$ cat config.mk
export PLATFORM = sky130hd
export DESIGN_NAME = sprite_draw_arbiter_flat
export DESIGN_NICKNAME = d
export VERILOG_FILES = /design/src/rtl/space_inv_pkg.sv /design/src/rtl/sprite_draw_arbiter_if.sv /design/src/rtl/sprite_draw_arbiter_arb.sv /design/src/rtl/sprite_draw_arbiter.sv /design/src/flat_wrapper.sv
export SDC_FILE = /design/constraint.sdc
export NUM_CORES = 1
export LEC_CHECK = 0
export ABC_AREA = 1
export BUFFER_PORTS_ARGS = -buffer_cell sky130_fd_sc_hd__buf_4
export CORE_ASPECT_RATIO = 1.5
export CORE_MARGIN = 10
export CORE_UTILIZATION = 55
export DETAILED_ROUTE_END_ITERATION = 8
export PLACE_DENSITY = 0.89
export REMOVE_ABC_BUFFERS = 1
export SYNTH_ARGS = -nofsm -noshare
export SYNTH_HDL_FRONTEND = slang
export SYNTH_HIERARCHICAL = 1
export SYNTH_SLANG_ARGS = --single-unit
$ cat constraint.sdc
create_clock -name clk -period 5 [get_ports clk]
set_input_delay 0.25 -clock clk [delete_from_list [all_inputs] [get_ports clk]]
set_output_delay 0.25 -clock clk [all_outputs]
set_load 0.005 [all_outputs]
$ cat src/rtl/space_inv_pkg.sv
// Shared types and constants for the space-invaders video path.
package space_inv_pkg;

    localparam int unsigned SCREEN_W = 160;
    localparam int unsigned SCREEN_H = 120;
    localparam int unsigned X_W      = 8;
    localparam int unsigned Y_W      = 7;
    localparam int unsigned COLOUR_W = 3;

    localparam logic [COLOUR_W-1:0] WHITE = 3'b111;
    localparam logic [COLOUR_W-1:0] BLACK = 3'b000;

    typedef enum logic [1:0] {
        IDLE = 2'd0,
        DRAW = 2'd1,
        DONE = 2'd2
    } draw_state_t;

    typedef struct packed {
        logic [X_W-1:0]      x;
        logic [Y_W-1:0]      y;
        logic [COLOUR_W-1:0] colour;
    } sprite_req_t;

endpackage

$ cat src/rtl/sprite_draw_arbiter_if.sv
// Sprite requester bus plus the VGA pixel-write port driven by the arbiter.
interface sprite_draw_arbiter_if import space_inv_pkg::*; #(
    parameter int unsigned N_REQ = 4
) ();

    logic [N_REQ-1:0]          req;
    logic [N_REQ*X_W-1:0]      req_x;
    logic [N_REQ*Y_W-1:0]      req_y;
    logic [N_REQ*COLOUR_W-1:0] req_colour;
    logic [N_REQ-1:0]          grant;
    logic [N_REQ-1:0]          done;
    logic [X_W-1:0]            vga_x;
    logic [Y_W-1:0]            vga_y;
    logic [COLOUR_W-1:0]       vga_colour;
    logic                      vga_plot;
    logic                      busy;

    modport master (
        output req, req_x, req_y, req_colour,
        input  grant, done, vga_x, vga_y, vga_colour, vga_plot, busy
    );

    modport slave (
        input  req, req_x, req_y, req_colour,
        output grant, done, vga_x, vga_y, vga_colour, vga_plot, busy
    );

endinterface

$ cat src/rtl/sprite_draw_arbiter_arb.sv
// Winner selection for sprite draw requests.
// SPRITE_DRAW_RR_EN selects round-robin; otherwise lowest index wins.
module draw_req_arbiter #(
    parameter int unsigned N_REQ = 4,
    parameter int unsigned IDX_W = 2
) (
    input  logic             clk,
    input  logic             reset_n,
    input  logic [N_REQ-1:0] req,
    input  logic             idle,
    output logic             any_c,
    output logic [IDX_W-1:0] winner_c,
    output logic [N_REQ-1:0] winner_oh_c
);

    assign any_c       = |req;
    assign winner_oh_c = any_c ? (N_REQ'(1) << winner_c) : '0;

`ifdef SPRITE_DRAW_RR_EN
    logic [IDX_W-1:0] ptr_q, ptr_d;
    logic [IDX_W-1:0] idx_c;
    logic             found_c;

    // First requester at or after the pointer, wrapping around.
    always_comb begin
        winner_c = '0;
        found_c  = 1'b0;
        idx_c    = '0;
        for (int unsigned i = 0; i < N_REQ; i++) begin
            idx_c = IDX_W'((32'(ptr_q) + i) % N_REQ);
            if (!found_c && req[idx_c]) begin
                found_c  = 1'b1;
                winner_c = idx_c;
            end
        end
    end

    always_comb begin
        ptr_d = ptr_q;
        if (idle && any_c) begin
            ptr_d = (winner_c == IDX_W'(N_REQ - 1)) ? '0 : winner_c + IDX_W'(1);
        end
    end

    always_ff @(posedge clk or negedge reset_n) begin
        if (!reset_n) ptr_q <= '0;
        else          ptr_q <= ptr_d;
    end
`else
    logic found_c;
    logic unused_c;

    assign unused_c = ^{clk, reset_n, idle};

    always_comb begin
        winner_c = '0;
        found_c  = 1'b0;
        for (int unsigned i = 0; i < N_REQ; i++) begin
            if (!found_c && req[i]) begin
                found_c  = 1'b1;
                winner_c = IDX_W'(i);
            end
        end
    end
`endif

endmodule

$ cat src/rtl/sprite_draw_arbiter.sv
// Shares the VGA pixel-write port between sprite sources, drawing one 4x4 sprite per grant.
// Arbitration policy is set in draw_req_arbiter by SPRITE_DRAW_RR_EN.
module sprite_draw_arbiter import space_inv_pkg::*; #(
    parameter int unsigned N_REQ        = 4,
    parameter int unsigned SPR_DIM_LOG2 = 2
) (
    input  logic                  clk,
    input  logic                  reset_n,
    sprite_draw_arbiter_if.slave  bus
);

    localparam int unsigned IDX_W = (N_REQ > 1) ? $clog2(N_REQ) : 1;
    localparam int unsigned PC_W  = 2 * SPR_DIM_LOG2;

    draw_state_t          state_q, state_d;
    logic [PC_W-1:0]      pc_q, pc_d;
    sprite_req_t          base_q, base_d;
    logic [N_REQ-1:0]     grant_q, grant_d;
    logic [N_REQ-1:0]     done_q, done_d;
    logic [X_W-1:0]       vga_x_q, vga_x_d;
    logic [Y_W-1:0]       vga_y_q, vga_y_d;
    logic [COLOUR_W-1:0]  vga_colour_q, vga_colour_d;
    logic                 vga_plot_q, vga_plot_d;
    logic                 busy_q, busy_d;

    logic                 any_c;
    logic [IDX_W-1:0]     winner_c;
    logic [N_REQ-1:0]     winner_oh_c;
    sprite_req_t          reqs_c [N_REQ];
    logic [X_W:0]         x_sum_c;
    logic [Y_W:0]         y_sum_c;

    draw_req_arbiter #(
        .N_REQ (N_REQ),
        .IDX_W (IDX_W)
    ) u_arb (
        .clk         (clk),
        .reset_n     (reset_n),
        .req         (bus.req),
        .idle        (state_q == IDLE),
        .any_c       (any_c),
        .winner_c    (winner_c),
        .winner_oh_c (winner_oh_c)
    );

    always_comb begin
        for (int unsigned i = 0; i < N_REQ; i++) begin
            reqs_c[i].x      = bus.req_x[i*X_W +: X_W];
            reqs_c[i].y      = bus.req_y[i*Y_W +: Y_W];
            reqs_c[i].colour = bus.req_colour[i*COLOUR_W +: COLOUR_W];
        end
    end

    // Request inputs are only looked at in IDLE, so a draw cannot be pre-empted.
    always_comb begin
        state_d = state_q;
        pc_d    = pc_q;
        base_d  = base_q;
        grant_d = grant_q;
        done_d  = '0;
        case (state_q)
            IDLE: begin
                if (any_c) begin
                    state_d = DRAW;
                    pc_d    = '0;
                    base_d  = reqs_c[winner_c];
                    grant_d = winner_oh_c;
                end
            end
            DRAW: begin
                pc_d = pc_q + PC_W'(1);
                if (pc_q == '1) begin
                    state_d = DONE;
                    done_d  = grant_q;
                end
            end
            DONE: begin
                state_d = IDLE;
                grant_d = '0;
            end
            default: begin
                state_d = IDLE;
                grant_d = '0;
            end
        endcase
    end

    // Pixel outputs are registered from the next base/counter so they line up with DRAW.
    always_comb begin
        x_sum_c      = {1'b0, base_d.x} + (X_W+1)'(pc_d[SPR_DIM_LOG2-1:0]);
        y_sum_c      = {1'b0, base_d.y} + (Y_W+1)'(pc_d[PC_W-1:SPR_DIM_LOG2]);
        vga_x_d      = vga_x_q;
        vga_y_d      = vga_y_q;
        vga_colour_d = vga_colour_q;
        vga_plot_d   = 1'b0;
        busy_d       = (state_d != IDLE);
        if (state_d == DRAW) begin
            vga_x_d      = x_sum_c[X_W-1:0];
            vga_y_d      = y_sum_c[Y_W-1:0];
            vga_colour_d = base_d.colour;
            vga_plot_d   = (x_sum_c < (X_W+1)'(SCREEN_W)) && (y_sum_c < (Y_W+1)'(SCREEN_H));
        end
    end

    always_ff @(posedge clk or negedge reset_n) begin
        if (!reset_n) begin
            state_q      <= IDLE;
            pc_q         <= '0;
            base_q       <= '0;
            grant_q      <= '0;
            done_q       <= '0;
            vga_x_q      <= '0;
            vga_y_q      <= '0;
            vga_colour_q <= BLACK;
            vga_plot_q   <= 1'b0;
            busy_q       <= 1'b0;
        end else begin
            state_q      <= state_d;
            pc_q         <= pc_d;
            base_q       <= base_d;
            grant_q      <= grant_d;
            done_q       <= done_d;
            vga_x_q      <= vga_x_d;
            vga_y_q      <= vga_y_d;
            vga_colour_q <= vga_colour_d;
            vga_plot_q   <= vga_plot_d;
            busy_q       <= busy_d;
        end
    end

    assign bus.grant      = grant_q;
    assign bus.done       = done_q;
    assign bus.vga_x      = vga_x_q;
    assign bus.vga_y      = vga_y_q;
    assign bus.vga_colour = vga_colour_q;
    assign bus.vga_plot   = vga_plot_q;
    assign bus.busy       = busy_q;

endmodule

$ cat src/flat_wrapper.sv
// flat-port wrapper written by rule: the top's interface ports become plain ports
module sprite_draw_arbiter_flat import space_inv_pkg::*;
#(
    parameter int unsigned N_REQ        = 4,
    parameter int unsigned SPR_DIM_LOG2 = 2
)
  (clk, reset_n, bus_req, bus_req_x, bus_req_y, bus_req_colour, bus_grant, bus_done, bus_vga_x, bus_vga_y, bus_vga_colour, bus_vga_plot, bus_busy);
  sprite_draw_arbiter_if #(.N_REQ(N_REQ)) bus_i ();
  input  logic clk;
  input  logic reset_n;
  input wire logic [$bits(bus_i.req)-1:0] bus_req;
  input wire logic [$bits(bus_i.req_x)-1:0] bus_req_x;
  input wire logic [$bits(bus_i.req_y)-1:0] bus_req_y;
  input wire logic [$bits(bus_i.req_colour)-1:0] bus_req_colour;
  output wire logic [$bits(bus_i.grant)-1:0] bus_grant;
  output wire logic [$bits(bus_i.done)-1:0] bus_done;
  output wire logic [$bits(bus_i.vga_x)-1:0] bus_vga_x;
  output wire logic [$bits(bus_i.vga_y)-1:0] bus_vga_y;
  output wire logic [$bits(bus_i.vga_colour)-1:0] bus_vga_colour;
  output wire logic [$bits(bus_i.vga_plot)-1:0] bus_vga_plot;
  output wire logic [$bits(bus_i.busy)-1:0] bus_busy;
  assign bus_i.req = bus_req;
  assign bus_i.req_x = bus_req_x;
  assign bus_i.req_y = bus_req_y;
  assign bus_i.req_colour = bus_req_colour;
  assign bus_grant = bus_i.grant;
  assign bus_done = bus_i.done;
  assign bus_vga_x = bus_i.vga_x;
  assign bus_vga_y = bus_i.vga_y;
  assign bus_vga_colour = bus_i.vga_colour;
  assign bus_vga_plot = bus_i.vga_plot;
  assign bus_busy = bus_i.busy;
  sprite_draw_arbiter #(.N_REQ(N_REQ), .SPR_DIM_LOG2(SPR_DIM_LOG2)) u_core (.clk(clk), .reset_n(reset_n), .bus(bus_i));
endmodule
Yosys cells after proc, flatten, opt, wreduce, memory -nomap -nowiden
Cells that the tools add are included.

storage, ports and cells
  output and inout port bits = 28
  input port bits = 78
  word-level logic and storage cells = 57
  flip-flop bits (word level) = 52

cells by class
  shift operators = 1
  bitwise gates (word level) = 2
  add/sub/neg operators = 3
  $lt $le $gt $ge = 3
  equal/unequal tests = 4
  mux-type cells = 21
  reductions and logical operators = 11

operators with widths
  cell                                                       count
  two-way mux 18 bit                                         4
  binary-select mux 18 bit (select 2 bit)                    1
  two-way mux 4 bit                                          4
  one-hot mux 4 bit (2 select lines)                         2
  adder 8 x 2 -> 9 bit                                       1
  < comparator 9 x 8 -> 1 bit (second input constant)        1
  adder 7 x 2 -> 8 bit                                       1
  < comparator 8 x 7 -> 1 bit (second input constant)        1
  two-way mux 2 bit                                          4
  two-way mux 1 bit                                          5
  adder 4 x 1 -> 4 bit (second input constant)               1
  == test 2 x 1 -> 1 bit (second input constant)             2
  == test 4 bit (second input constant)                      1
  logical AND 1 bit                                          4
  one-hot mux 2 bit (2 select lines)                         1
  OR reduction 4 bit                                         1
  << shifter 1 x 2 -> 4 bit (first input constant)           1
  greater-or-equal comparator 3 bit (second input constant)  1
  logical NOT 1 bit                                          3
  inverter 2 -> 3 bit                                        1
  logical NOT 2 bit                                          1
  != test 2 x 1 -> 1 bit (second input constant)             1
  AND reduction 2 bit                                        1
  nonzero test 2 bit                                         1
  inverter 1 bit                                             1

Logic depth before layout (Yosys ltp)
Gate-level depths: netlist of run 1.

  depth after elaboration = 20
  gate-level depth with buffers = 20
  depth with buffers taken out = 17

By module
The synthesis of run 1 kept the hierarchy.

by module, submodules not included
  module               cells an instance  times used  area an instance (um2)  sequential area each (um2)
  sprite_draw_arbiter  411                1           3143.0                  1301.2
  draw_req_arbiter     14                 1           58.8                    0.0

Least setup slack after synthesis of run 1
OpenSTA, ideal clock, no wires.

  path type = input port to flip-flop
  start point = input port bus_req[1]
  end point = register u_core.vga_plot_q, in the netlist u_core/bus.vga_plot
  library setup time = 0.116 ns
  path slack = 2.472 ns
  required time = 4.884 ns
  arrival time = 2.412 ns
  buffers on the path = 3
  stages = 19
  cells stage by stage = nor2_2 -> nand3_1 -> nand2_1 -> buf_4 -> inv_4 -> buf_2 -> buf_2 -> o21ai_0 -> o22ai_1 -> mux2i_1 -> inv_1 -> ha_1 -> fa_1 -> inv_1 -> nor2_4 -> nand4_1 -> nand2_1 -> a21oi_2 -> nor2_1

RTL lines
  item                  line                        RTL
  from (decl)           flat_wrapper.sv:11          input wire logic [$bits(bus_i.req)-1:0] bus_req;
  to (signal assigned)  sprite_draw_arbiter.sv:126  vga_plot_q <= vga_plot_d;
  to (decl)             sprite_draw_arbiter.sv:23   logic vga_plot_q, vga_plot_d;

==> results.tsv, run 1 <==
stage	metric	value	unit
layout	utilization	71.7	%
pwr	power.density	565	nW/µm²
timing	hold_viol_final	0	
drt	post_drt_wl_per_cell	15.1	µm
layout	final_common_cell	nand2_1	
yosys	synth_top_area_cell	dfrtp_1	
drt	ant_nets	0	
clock_network	post_cts_resized	0	
yosys	synth_area	3200	µm²
yosys	synthCells	425	
clock_network	cts_made_buffers	5	
worst_setup_path	cpPeakStageDelay	0.43	ns
worst_setup_path	worst-setup-path-type	input pin to register	
timing	finalSetupViolations	0	
worst_setup_path	crit_arrival	3.08	ns
clock_network	clock_latency	0.30	ns
yosys	synth_area_per_cell	7.53	µm²
run_status	outcome	completed	
layout	area_delta_synth_final	28.6	%
timing	grt_setup_unrepaired	false	
drt	wirelength	8.96	mm
layout	nets	607	
timing	worstMarginPinSlew	0.750	ns
clock_network	cts.path.max_buffers	2	
die	start_util	55.8	%
global_route	grt_max_degree	53	
pwr	p_total	2.32	mW
timing	fin_setup_tns	0	ns
die	ios	106	
worst_setup_path	critPathTopFamily	compound AO/OA/AOI/OAI gates	
pwr	ir_drop	0.386	mV
yosys	yosysSeqAreaShare	40.6	%
min_path	hold_depth	3	
timing	fmax	347	MHz
clock_network	cts_sinks	52	
die	core	5740	µm²
yosys	synth_seq_cells	52	
worst_setup_path	reg2reg_depth	8	
timing	fin_crit	2.89	ns
timing	skew	0.00394	ns
timing	slew_headroom	49.7	%
global_route	grt.overflow.total	0	
global_route	grt_pass1_wl	14.1	mm
yosys	synth_edf_count	0	
drt	vias_per_cell	5.30	
die	die_w	82.3	µm
clock_network	clkTransAtPathRegs	0.09	ns
clock_network	ctsHtreeMaxLevel	2	
die	rows	34	
timing	slew_viol_final	0	
drt	dr.pass1.iters	5	
worst_setup_path	worstPathMaxFanout	19	
drt	first_iter_violations	253	
die	die-area	9340	µm²
layout	drive_gt1_share	28.5	%
layout	final_cell_mix	nand2_1, buf_4, inv_1	
yosys	synthTopCellsByArea	dfrtp_1, nand2_1, inv_1	
global_route	grt_usage	18.8	%
placed_design	globalplace.congestion	0.835	
placed_design	hpwl	6.91	mm
clock_network	cts_tree	built	
worst_setup_path	setup.worst_path.end_class	register	
worst_setup_path	cp.depth	16	
min_path	min_path_type	input pin to register	
pwr	leakagePower	2.20	nW
drt	drcViolationCount	0	
yosys	ys_types	43	
drt	dr_total_vias	3154	
worst_setup_path	cp.required	5.20	ns
worst_setup_path	path_cells	buf_4 > nor2_2 > o21ai_0 > inv_1 > inv_2 > a32o_1 > o21ai_0 > ha_1 > fa_1 > nand3_2 > o21ai_0 > nand2_1 > nor2_1 > nand2_1 > nand2_1 > nor2_1	
placed_design	io_buffers	105	
clock_network	cts_root_buffer	clkbuf_8	
yosys	async_flop_share	100	%
global_route	grt_pass1_vias	3111	
timing	fin_crit_sh	57.7	%
global_route	antenna_found_initial	0	
run	drv_cap	0	
layout	insertedDiodeCount	0	
yosys	yosys_warnings	6	
yosys	yosysTopAreaCellShare	40.6	%
worst_setup_path	crit_buf_inv	3	
worst_setup_path	crit_slowest_cell	inv_1	
die	die_h	113	µm
worst_setup_path	startpoint_type	input pin	
yosys	synthFlopType	dfrtp_1	
## layer usage
layer,up-vias,wire [µm],GRT usage (%)
li1,1522,-,-
met5,-,0,0
met4,0,361,8.88
met3,33,825,3.54
met2,167,4600,32.5
met1,1432,3170,21.1
## final timing paths
check	from	endpoint	slack (ns)
max	bus_req[1]	u_core/bus.vga_plot$_DFF_PN0_	2.11
max reg2reg	u_core/pc_q[0]$_DFF_PN0_	u_core/bus.vga_x[2]$_DFFE_PN0P_	2.49
min	bus_req[0]	u_core/bus.grant[0]$_DFFE_PN0P_	0.19
min in group asynchronous	reset_n	u_core/bus.vga_colour[0]$_DFFE_PN0P_	0.51
max in group asynchronous	reset_n	u_core/bus.vga_x[1]$_DFFE_PN0P_	4.05
min reg2reg	u_core/bus.vga_x[1]$_DFFE_PN0P_	u_core/bus.vga_x[1]$_DFFE_PN0P_	0.48
## through the flow
step                worst slack [ns]  hold slack [ns]  cell area [µm²]  cells
finish                          2.11            0.193             4120    595
global route                    1.84            0.192             4120    595
CTS                             2.15            0.185             4120    595
detailed placement              1.94            0.327             3980    586
global placement                2.10            0.320             3980    586
floorplan                       2.10          -0.0456             3090    408
## kinds of logic (layout without fill, tap and decap cells)
| family | Yosys count | after routing | share of synthesized area, % |
|---|---|---|---|
| and+or+nand+nor | 217 | 217 | 32.7 |
| buffers and inverters | 87 | 185 | 11.8 |
| AOI/OAI and AO/OA | 58 | 58 | 10.4 |
| DFF | 52 | 52 | 40.6 |
| adders and majority gates | 7 | 7 | 3.20 |
| xor gates and xnor gates | 2 | 2 | 0.547 |
| muxes | 2 | 2 | 0.625 |
## state kept, by name (all words and copies together) (netlist names), 2 cells and up
signal                 cells
u_core/pc_q                4
u_core/state_q             2
u_core/bus.vga_y           7
u_core/bus.vga_x           8
u_core/bus.grant           4
u_core/bus.done            4
u_core/base_q             18
u_core/bus.vga_colour      3
## worst reg2reg max path: stages (launching register included)
cell and delay (ns):
dfrtp_1 0.41, ha_1 0.23, nand2_1 0.09, nor2_1 0.04, inv_1 0.06, nand2_1 0.05
nand2_1 0.31, clkinv_1 0.72, o31ai_1 0.48
## what timing repair did
action | in CTS | in global routing
hold buffers | 1 | 0
hold endpoints to repair | 12 | 0
setup buffers | 0 | 0
setup endpoints to repair | 0 | 0
## cells in the mapped netlist (all sizes together) (2+ instances only)
library cell	n
clkbuf	4
a21oi	6
inv	69
o221ai	3
ha	5
o31ai	3
nand4	4
nand3	37
o21ai	38
or2	11
nor2	44
buf	13
xor2	2
o22ai	3
dfrtp	52
nand2	119
mux2i	2
fa	2
a31oi	2
## cell type report
class | count | area (µm²)
clock buffer | 7 | 96.3
clock inverter | 1 | 30.0
fill | 481 | 1630
inverter | 70 | 270
multi-input combinational | 286 | 1520
sequential | 52 | 1300
tap | 72 | 90.1
timing repair buffer | 107 | 806
## power breakdown
group	switching [mW]	total, mW	internal, mW
clock	0.133	0.309	0.177
sequential	0.0829	0.703	0.620
combinational	0.779	1.31	0.534
(Power assumes the default switching activity.)
==> run 2, diff against run 1 <==
Settings changed: ABC_AREA 1 to 0, CORE_UTILIZATION 55 to 50, PLACE_DENSITY 0.89 to 0.84.
Clock period 5 ns to 2.8 ns, I/O delays scaled along.
==> run 2 against run 1 <==
Count of clock-buffer cells in the layout is the same. Critical endpoint unchanged. Wire length fell by 12%. Critical path depth down 7. First-iteration DRC count shrank 49%. Cell area shrank 4.1%. Synthesized area down 8.8%. Combinational power increased by 56%.
==> results.tsv, run 2 <==
stage	metric	value	unit	change
timing	worstMarginPinSlew	0.675	ns	was 0.750 ns
placed_design	placement.cell_area	3840	µm²	was 3980 µm²
clock_network	ctsHtreeMaxLevel	2		unchanged
global_route	met1_usage	17.4	%	was 21.1%
layout	largest_reg_flops	18		unchanged
timing	setup_slack	0.0850	ns	was 2.11 ns
clock_network	cts_made_buffers	5		unchanged
pwr	leakagePower	1.85	nW	was 2.20 nW
timing	fin_crit	2.72	ns	
drt	post_drt_wl_per_cell	18.3	µm	was 15.1 µm
global_route	grt.overflow.total	0		unchanged
worst_setup_path	cpPeakStageDelay	0.44	ns	was 0.43 ns
drt	drcViolationCount	0		unchanged
worst_setup_path	crit_buf_inv	1		was 3
timing	fin_crit_sh	97.0	%	
global_route	grt_usage	17.0	%	was 18.8%
global_route	grt_pass1_wl	12.4	mm	was 14.1 mm
worst_setup_path	cp.required	3.01	ns	was 5.20 ns
die	rows	34		unchanged
pwr	internal_power	2.35	mW	was 1.33 mW
clock_network	cts_root_buffer	clkbuf_8		unchanged
run_status	outcome	completed		unchanged
clock_network	cts_tree	built		unchanged
yosys	synth_area	2920	µm²	was 3200 µm²
drt	dr_total_vias	2306		was 3154
min_path	min_to	u_core/bus.grant[0]$_DFFE_PN0P_		unchanged
worst_setup_path	rrSetupSlack	0.08	ns	was 2.49 ns
min_path	min_path_type	input pin to register		unchanged
die	ios	106		unchanged
timing	fmax	368	MHz	
placed_design	io_buffers	105		unchanged
worst_setup_path	worst-setup-path-type	register to register		was input pin to register
placed_design	hpwl	6.51	mm	was 6.91 mm
timing	skew	0.00858	ns	was 0.00394 ns
timing	slew_viol_final	0		unchanged
worst_setup_path	r2r-end	u_core/bus.vga_plot$_DFF_PN0_		was u_core/bus.vga_x[2]$_DFFE_PN0P_
timing	finalSetupViolations	0		unchanged
global_route	grt_max_degree	53		unchanged
worst_setup_path	r2r-start	u_core/state_q[0]$_DFF_PN0_		was u_core/pc_q[0]$_DFF_PN0_
pwr	ir_drop	0.535	mV	was 0.386 mV
clock_network	cts.path.max_buffers	2		unchanged
clock_network	clkTransAtPathRegs	0.09	ns	about the same
drt	dr.pass1.iters	4		was 5
drt	first_iter_violations	129		was 253
layout	area_delta_synth_final	35.3	%	was 28.6%
worst_setup_path	crit_slowest_cell	dfrtp_1		was inv_1
die	die_h	114	µm	was 113 µm
pwr	power.density	963	nW/µm²	was 565 nW/µm²
pwr	combPwrFrac	54.0	%	was 56.5%
die	die_w	82.4	µm	was 82.3 µm
worst_setup_path	startpoint_type	register		was input pin
timing	grt_setup_unrepaired	false		unchanged
placed_design	post-place-ws	-0.120	ns	was 1.94 ns
layout	insertedDiodeCount	0		unchanged
worst_setup_path	path_cells	nor3b_4 > buf_4 > mux2_2 > ha_1 > a21oi_1 > nor2_2 > nor4bb_1 > o31a_1 > a311oi_2		was buf_4 > nor2_2 > o21ai_0 > inv_1 > inv_2 > a32o_1 > o21ai_0 > ha_1 > fa_1 > nand3_2 > o21ai_0 > nand2_1 > nor2_1 > nand2_1 > nand2_1 > nor2_1
min_path	hold_depth	3		unchanged
global_route	busiest_layer	met2		unchanged
pwr	p_switching	1.46	mW	was 0.994 mW
die	start_util	50.8	%	was 55.8%
drt	vias_per_cell	5.34		was 5.30
layout	final_common_cell	buf_4		was nand2_1
worst_setup_path	setup.worst_path.end_class	register		unchanged
global_route	grt_pass1_vias	2624		was 3111
yosys	yosys_warnings	6		unchanged
clock_network	clock_latency	0.30	ns	about the same
timing	holdWs	0.181	ns	was 0.193 ns
layout	drive_gt1_share	46.1	%	was 28.5%
pwr	p_total	3.80	mW	was 2.32 mW
drt	ant_nets	0		unchanged
timing	slew_headroom	54.5	%	was 49.7%
global_route	antenna_found_initial	0		unchanged
yosys	synthCells	244		was 425
pwr	p_sw_share	38.3	%	was 42.8%
min_path	hold_start	bus_req[0]		unchanged
drt	wirelength	7.90	mm	was 8.96 mm
worst_setup_path	worstPathMaxFanout	10		was 19
timing	hold_viol_final	0		unchanged
global_route	met2_usage	31.3	%	was 32.5%
layout	max_flop_register	u_core/base_q		unchanged
layout	nets	445		was 607
run	drv_cap	0		unchanged
yosys	synth_area_per_cell	12.0	µm²	was 7.53 µm²
pwr	clockPowerShare	11.8	%	was 13.3%
die	core	5740	µm²	unchanged
die	die-area	9360	µm²	was 9340 µm²
worst_setup_path	critPathTopFamily	compound AO/OA/AOI/OAI gates		unchanged
worst_setup_path	reg2reg_depth	9		was 8
layout	postLayoutCellArea	3950	µm²	was 4120 µm²
layout	final_cell_mix	buf_4, dfrtp_1, nand2_1		was nand2_1, buf_4, inv_1
worst_setup_path	crit_arrival	2.92	ns	was 3.08 ns
global_route	met3_usage	4.88	%	was 3.54%
clock_network	cts_sinks	52		unchanged
placed_design	globalplace.congestion	0.851		was 0.835
pwr	seqPwrFrac	34.2	%	was 30.2%
run 2: repair_timing:
action | in CTS | in global routing
endpoints found under the setup margin | 0 | 3
resized for setup | 0 | 3
setup buffers | 0 | 0
hold buffers | 1 | 0
hold endpoints to repair | 52 | 0
run 2: power by group through the flow:
stage / clock [mW] / combinational, mW / sequential, mW
after floorplan: 0 / 1.23 / 1.29
after global placement: 0 / 1.96 / 1.30
after detailed placement: 0 / 2.05 / 1.32
after CTS: 0.464 / 2.06 / 1.30
after global routing: 0.482 / 2.28 / 1.34
final: 0.450 / 2.05 / 1.30
run 2: cell type report:
class                      count  area [µm²]
tap                           72        90.1
sequential                    52        1300
inverter                      12        45.0
multi-input combinational    169        1510
clock buffer                   7        96.3
fill                         453        1790
timing repair buffer         120         903
run 2: worst max-delay path by stage:
stage,startpoint,end,slack [ns],depth (start not counted)
after global placement,bus_req[2],u_core/bus.vga_plot$_DFF_PN0_,-0.06,11
final,u_core/state_q[0]$_DFF_PN0_,u_core/bus.vga_plot$_DFF_PN0_,0.08,9
after CTS,u_core/state_q[1]$_DFF_PN0_,u_core/bus.vga_plot$_DFF_PN0_,0.06,9
after global routing,u_core/state_q[1]$_DFF_PN0_,u_core/bus.vga_plot$_DFF_PN0_,0.008,10
after floorplan,bus_req[2],u_core/bus.vga_plot$_DFF_PN0_,-1.34,10
after detailed placement,bus_req[2],u_core/bus.vga_plot$_DFF_PN0_,-0.12,12
run 2: tightest hold or removal path: stages:
cell,delay [ns]
buf_4,0.14
mux2i_1,0.08
nor2_1,0.09
run 2: per-stage QoR:
stage / std cells / setup TNS (ns) / util, %
2_1_floorplan: 233 / -15.02 / -
3_3_place_gp: 424 / -0.0613 / 66.9
3_5_place_dp: 424 / -0.203 / 66.9
4_1_cts: 432 / 0 / 68.7
5_1_grt: 432 / 0 / 68.8
6_report: 432 / 0 / 68.8
run 2: routing by layer:
| metal | share of wire (%) | wire (µm) |
|---|---|---|
| met5 | 0 | 0 |
| met2 | 56 | 4450 |
| met4 | 1.3 | 106 |
| met3 | 7.8 | 618 |
| met1 | 34 | 2720 |
